[src/rtl/regfile_writeback.sv]
// regfile_writeback
//   Write-back arbiter for a register file with a load scoreboard.
//   Two producers compete for a single register-file write port: the ALU and
//   the load unit. Loads always win and are never back-pressured; a refused
//   ALU result is held by its source until accepted. A busy bit per register
//   tracks loads that have been issued but not yet written back, and decode
//   is told to stall when one of its sources is still pending.
//
// Handshake: a transfer happens on a rising clk edge when valid and ready are
//   both high on that edge. ready never depends on the same source's data,
//   only on rst_n and (for the ALU) on ld_valid.
//
// Ports
//   clk, rst_n            clock, synchronous active-low reset
//   alu_valid/ready       ALU result handshake, alu_rd/alu_data payload
//   ld_valid/ready        load result handshake, ld_rd/ld_data payload
//   iss_valid, iss_rd     load issued toward destination iss_rd
//   rs1, rs2              decode source registers
//   hazard                decode must stall
//   busy                  per-register load-pending scoreboard
//   RegWEn/AddrD/DataD    registered register-file write port
//   stall_cnt             saturating count of cycles the ALU was refused
module regfile_writeback (
    input  logic        clk,
    input  logic        rst_n,
    input  logic        alu_valid,
    output logic        alu_ready,
    input  logic [4:0]  alu_rd,
    input  logic [31:0] alu_data,
    input  logic        ld_valid,
    output logic        ld_ready,
    input  logic [4:0]  ld_rd,
    input  logic [31:0] ld_data,
    input  logic        iss_valid,
    input  logic [4:0]  iss_rd,
    input  logic [4:0]  rs1,
    input  logic [4:0]  rs2,
    output logic        hazard,
    output logic [31:0] busy,
    output logic        RegWEn,
    output logic [4:0]  AddrD,
    output logic [31:0] DataD,
    output logic [15:0] stall_cnt
);

    logic        regwen_q, regwen_d;
    logic [4:0]  addrd_q, addrd_d;
    logic [31:0] datad_q, datad_d;
    logic [31:0] busy_q, busy_d;
    logic [15:0] stall_q, stall_d;

    logic        ld_acc;
    logic        alu_acc;

    // Loads have priority, so the ALU is refused whenever a load is offered.
    assign ld_ready  = rst_n;
    assign alu_ready = rst_n & ~ld_valid;

    assign ld_acc  = ld_valid & ld_ready;
    assign alu_acc = alu_valid & alu_ready;

    // Hazard looks only at the registered scoreboard: a load being accepted
    // this cycle clears its bit on the edge, so the stall lifts next cycle.
    assign hazard = ((rs1 != 5'd0) && busy_q[rs1]) ||
                    ((rs2 != 5'd0) && busy_q[rs2]);

    always_comb begin
        regwen_d = 1'b0;
        addrd_d  = addrd_q;
        datad_d  = datad_q;
        if (ld_acc) begin
            regwen_d = (ld_rd != 5'd0);
            addrd_d  = ld_rd;
            datad_d  = ld_data;
        end else if (alu_acc) begin
            regwen_d = (alu_rd != 5'd0);
            addrd_d  = alu_rd;
            datad_d  = alu_data;
        end

        // Clear first, then set, so a new issue to the same register wins.
        busy_d = busy_q;
        if (ld_acc) begin
            busy_d[ld_rd] = 1'b0;
        end
        if (iss_valid && (iss_rd != 5'd0)) begin
            busy_d[iss_rd] = 1'b1;
        end
        busy_d[0] = 1'b0;

        stall_d = stall_q;
        if (alu_valid && ld_valid && (stall_q != 16'hFFFF)) begin
            stall_d = stall_q + 16'd1;
        end
    end

    always_ff @(posedge clk) begin
        if (!rst_n) begin
            regwen_q <= 1'b0;
            addrd_q  <= 5'd0;
            datad_q  <= 32'd0;
            busy_q   <= 32'd0;
            stall_q  <= 16'd0;
        end else begin
            regwen_q <= regwen_d;
            addrd_q  <= addrd_d;
            datad_q  <= datad_d;
            busy_q   <= busy_d;
            stall_q  <= stall_d;
        end
    end

    assign RegWEn    = regwen_q;
    assign AddrD     = addrd_q;
    assign DataD     = datad_q;
    assign busy      = busy_q;
    assign stall_cnt = stall_q;

endmodule

[config.mk]
export PLATFORM = sky130hd
export DESIGN_NAME = regfile_writeback
export DESIGN_NICKNAME = d
export VERILOG_FILES = /design/src/rtl/regfile_writeback.sv
export SDC_FILE = /design/constraint.sdc
export NUM_CORES = 1
export LEC_CHECK = 0
export ABC_AREA = 1
export CORE_MARGIN = 5
export CORE_UTILIZATION = 49
export CTS_BUF_LIST = sky130_fd_sc_hd__clkbuf_8
export CTS_CLUSTER_DIAMETER = 100
export DETAILED_ROUTE_END_ITERATION = 10
export PLACE_DENSITY = 0.88
export SLEW_MARGIN = 0
export SYNTH_ARGS = -nofsm -noshare
export SYNTH_HDL_FRONTEND = slang
export SYNTH_SLANG_ARGS = --single-unit
[constraint.sdc]
create_clock -name clk -period 4.05 [get_ports clk]
set_input_delay 0.6075 -clock clk [delete_from_list [all_inputs] [get_ports clk]]
set_output_delay 0.6075 -clock clk [all_outputs]
set_load 0.03 [all_outputs]
== Word-level counts from Yosys, hierarchy flattened ==
Index checks and enable logic that the tools add are counted.

* Flip-flop bits (word level): 86
* Bits of input ports: 94
* Output and inout port bits: 89
* Logic and storage cells: 51

* $add $sub $neg: 1
* Order comparisons: 6
* Equal/unequal tests: 1
* Multiplexer cells: 16
* Bitwise logic cells: 7
* Reductions and logical operators: 14

{| class="wikitable"
|+ Operators with widths
! operator !! number
|-
| 32-bit two-way mux || 4
|-
| 32-bit AND || 1
|-
| 32-bit inverter || 1
|-
| 32-bit bitwise OR || 1
|-
| 5-bit nonzero test || 5
|-
| 5-bit by 6-bit < comparator with 1-bit output (second input constant) || 4
|-
| 16-bit by 1-bit adder with 16-bit output (second input constant) || 1
|-
| 16-bit != test (second input constant) || 1
|-
| 1-bit binary-select mux with 5-bit select || 2
|-
| 1-bit demux with 5-bit select || 2
|-
| 5-bit by 1-bit >= comparator with 1-bit output (second input constant) || 2
|-
| 5-bit two-way mux || 2
|-
| 1-bit logical AND || 7
|-
| 1-bit two-way mux || 6
|-
| 1-bit AND || 3
|-
| 2-bit nonzero test || 1
|-
| 1-bit logical OR || 1
|-
| 1-bit inverter || 1
|}

== Longest topological paths before layout ==
* Word-level depth: 9
* Mapped depth: 13
* Mapped depth without buffers: 12

== Least setup slack after synthesis ==
OpenSTA, ideal clock, no wires.

* Kind: input -> output
* From: in rs1[0]
* To: out hazard
* Data arrival time: 1.663 ns
* Data required time: 3.442 ns
* Setup slack: 1.780 ns
* Stages on the path: 12
* Buffers on the path: 2
* Cell sequence: buf_2 -> inv_1 -> buf_2 -> nand2_1 -> nand3_1 -> nand2_1 -> nand2_1 -> nand3_1 -> nand3_1 -> nand2_1 -> inv_1 -> nand2_1

* Word-level cells in the longest chain between the ends: 4
* Elaborated cells on any way between the ends: 5
* Those cells by class: 2 x mux; 3 x reduce/logical

{| class="wikitable"
|+ Ends and longest elaborated chain
! what !! line !! source
|-
| from (decl) || 36 || <nowiki>input logic [4:0] rs1,</nowiki>
|-
| 1-bit binary-select mux with 5-bit select || 64 || <nowiki>assign hazard = ((rs1 != 5'd0) && busy_q[rs1]) ||</nowiki>
|-
| 1-bit two-way mux (not written as such) || 64 ||
|-
| 1-bit logical AND * || 64 ||
|-
| 1-bit logical OR * || 64 ||
|-
| to (decl) || 38 || <nowiki>output logic hazard,</nowiki>
|}

Mark *: on every way between the ends. The rest lies on a longest branch, timed or not. The select of a mux whose other input is x is not followed.

== Worst setup path after layout ==
* From: in rs2[2]
* To: out hazard

* Word-level cells in the longest chain between the ends: 4
* Elaborated cells on any way between the ends: 5
* Those cells by class: 2 x mux; 3 x reduce/logical

{| class="wikitable"
|+ Ends and longest elaborated chain
! what !! line !! source
|-
| from (decl) || 37 || <nowiki>input logic [4:0] rs2,</nowiki>
|-
| 1-bit binary-select mux with 5-bit select || 65 || <nowiki>((rs2 != 5'd0) && busy_q[rs2]);</nowiki>
|-
| 1-bit two-way mux (not written as such) || 65 ||
|-
| 1-bit logical AND * || 65 ||
|-
| 1-bit logical OR * || 64 ||
|}

Marks and branches as above.

==> metrics.md <==
| Metric | Value |
|---|---|
| Status | finished clean |
| Vias in the first global route | slightly above 5,000 |
| First-pass GRT wire length | roughly 25,000 um |
| Adder-Cell Fraction of Synth Area | 0.00266 |
| Syn avg cell area | 6.12 um2 |
| Die span in y | approximately 110 um |
| Required @ worst endpoint | 3440 ps |
| Hold_buf cts | 0 |
| Hold WC Path Type | reg2reg |
| Reg2reg end | stall_cnt[0] |
| Crit-path slowest cell | clkdlybuf4s50_1 |
| Sink Count | 85 |
| Sequential-to-total area share from yosys stat | 0.362 |
| Crit. Startpoint | rs2[2] |
| Overall global routing resource usage | 0.263 |
| Starting Density | 0.507 |
| Final setup vio count | 0 |
| Clock Tree Buf Depth | 2 |
| Root buffer cell | clkbuf_8 |
| RSZ-0062 raised after global routing | no |
| Critical Path, Cell by Cell | clkdlybuf4s50_1, inv_1, nor2_1, nand2_1, nand2_1, nand2_1, nand3_1, nand3_1, nand2_1, inv_1, nand2_1, clkdlybuf4s50_1 |
| Layout Nets | 1,027 |
| Simple logic cell fraction of the synthesized area | 0.349 |
| Crit path capture | hazard |
| Total gr overflow | 0 |
| DP Area | roughly 6600 um2 |
| # resized after CTS | 0 |
| Fin crit share | 0.823 |
| Post-Syn Instances | just under 800 |
| Vias | 5,583 |
| Num rows | 35 |
| Area leader, netlist | dfxtp_1 |
| YS warnings | 0 |
| Grt met1 use | 0.316 |
| Hold Startpoint | DataD[10] |
| Critical path class | in2out |
| Area grow syn2layout | 44.4% |
| Tmin final | 3330 ps |
| Largest net degree at the start of global routing | 81 |
| Antenna violations before repair | 0 |
| Drc violations | 0 |
| Worst r2r src | stall_cnt[0] |
| Top cells by count, synth | 298 x nand2_1, 85 x dfxtp_1, 83 x a21oi_1, 69 x o21ai_0, 67 x inv_1 |
| Max-slew violations | 0 |
| WP data arrival | around 2700 ps |
| Crit. End Element | output port |
| Async S/R FF share, synth | 0 |
| Combinational family with the most area after synthesis | simple AND/OR/NAND/NOR gates |
| Peak supply drop | 157 uV |
| Pwr Total | between 2 and 2.5 mW |
| Most frequent CP cell | nand2_1 |
| Crit path buffers/inverters | 4 |
| Xor/xnor cell area share of the yosys netlist | 0.0168 |
| Max Cap Violations | 0 |
| Slew @ Worst Pin | 1070 ps |
| Setup TNS | 0 ps |
| Routed wire length per instance | ~15 um |
| First drt pass iteration count | 7 |
| Most area-consuming cells after synthesis | dfxtp_1 36%, nand2_1 24%, a21oi_1 8.8%, o21ai_0 7.3%, nand3_1 6.4% |
| CP Depth | 12 |
| Most common cell in the synthesized netlist | nand2_1 |
| Top FF cell, synth | dfxtp_1 |
| Post-synth EDFFs | 0 |
| Diodes inserted | 0 |
| # Post-CTS Setup Buffers | 0 |
| Slew Limit Headroom | 0.279 |
| Core ar. | between 9000 and 10,000 um2 |
| Distinct cell type count after synthesis | 29 |
| Syn_nets | about 860 |
| Largest stage delay on the critical path | between 600 and 700 ps |
| Clock transition at the registers of the reported paths | 80 ps |
| Clock H-tree levels | 3 |
| Flop-to-flop setup slack | around 2000 ps |
| Met2 usage in global routing | 0.447 |
| Met3 Track Usage GR | 0.0872 |
| Final wirelength | around 16,000 um |
| Detailed Place HPWL | roughly 12,000 um |
| Cell Area, Synth | around 4700 um2 |
| Proportion of synthesized area in mux cells | 0 |
| Post-DRT Antenna Nets | 0 |
| Filler instances | slightly below 800 |
| GR peak layer | met2 |
| Critical Path Source Type | input pin |
| Post-route cell area | approximately 6800 um2 |
| Crit Path Max Fanout | 5 |
| Worst-Skew Late Latency | 360 ps |
| I/O pin count | 183 |
| GP Congestion | approximately 0.9 |
| Die Wd | 108 um |
| Clock Skew | between 10 and 15 ps |
| CP delay by family, top | buffers and inverters |
| Power per cell area | roughly 300 nW/um2 |
| CTS Buf Count | 9 |
| Cells on worst reg2reg path | 10 |
| P_leak | about 2.8 nW |
| Hold Fails Final Rpt | 0 |
| Vias per cell | around 5.2 |
| Synth Area in Compound Gates | 0.176 |
| Iteration-0 DRC Markers | approximately 330 |
| Top-area cell type share of the netlist area | 0.362 |
| Hold WS | about 470 ps |
| Fmax | roughly 0.3 GHz |
| Fraction of layout cells with a size suffix above 1 | 0.0277 |
| Port Buf Inserts | between 150 and 200 |
| CTS tree | done |
| Yosys reg bits | 85 |
| Die area | 11,700 um2 |
[through the flow]
stage	utilization	setup WS [ps]	instances
3_5_place_dp	0.706	772	1050
4_1_cts	0.732	765	1066
5_1_grt	0.732	510	1066
2_1_floorplan	-	1780	769
6_report	0.732	718	1066
3_3_place_gp	0.706	757	1050
[registers in the layout, summed over array words and instances, names as in the netlist]
name       flops
AddrD          5
DataD         32
RegWEn         1
busy          31
stall_cnt     16
[how the worst min path moves through the flow]
| stage | cells after the start | slack (ps) | endpoint |
|---|---|---|---|
| after floorplan | 2 | 590 | DataD[10] |
| after global placement | 2 | 450 | DataD[17] |
| after detailed placement | 2 | 450 | DataD[26] |
| after CTS | 2 | 470 | DataD[9] |
| after global routing | 2 | 480 | DataD[9] |
| final | 2 | 470 | DataD[10] |
[routing by layer]
layer / wire length, um / up-vias
met5: 0 / -
met4: 274 / 0
met1: 6140 / 2479
met2: 7270 / 278
li1: - / 2800
met3: 1870 / 26
[area by class of cell]
type,count,area [um2],area share
well taps,129,161,0.0238
clock buffers,9,124,0.0182
clock inverters,7,115,0.0169
inverters,69,259,0.0381
flip-flops and latches,85,1700,0.250
repair buffers,188,1860,0.274
multi-input cells,579,2570,0.378
[worst reg2reg max path, stage by stage, from the launching register on]
cell and delay (ps):
dfxtp_1 410, ha_1 230, nand3_1 130, inv_1 110, nand2_1 80, inv_1 80, nand3_1 80, nand2_2 230
inv_1 280, o21ai_0 220, a21oi_1 50
[cells by family (layout without fill, tap and decap cells)]
kind of cell / Yosys count / in the layout
compound gates: 162 / 162
simple gates: 406 / 406
fa+ha+maj: 1 / 1
flops: 85 / 85
buf+inv: 105 / 273
xor+xnor: 9 / 9
other cells: 1 / 1
[power by group]
part           internal (mW)  switching (mW)
clock                  0.409           0.308
combinational          0.191           0.240
sequential             0.864          0.0177
total                   1.46           0.566
[cell usage in the layout (no fill, tap or decap), types with 2 or more instances in the layout]
cell type | Yosys | final
o211ai_1 | 2 | 2
nor3_1 | 16 | 16
xnor2_1 | 2 | 2
clkbuf_8 | 0 | 9
o21ai_0 | 69 | 69
bufinv_16 | 0 | 3
nand2_1 | 298 | 298
a21oi_1 | 83 | 83
a31oi_1 | 2 | 2
inv_1 | 67 | 69
inv_2 | 2 | 2
nand3_1 | 60 | 60
nand4_1 | 2 | 2
o21ai_1 | 2 | 2
nor2_1 | 26 | 26
o22ai_1 | 2 | 2
clkdlybuf4s50_1 | 0 | 181
buf_4 | 6 | 7
dfxtp_1 | 85 | 85
xor2_1 | 7 | 7
Note: power is estimated with default switching activity, not from simulation.
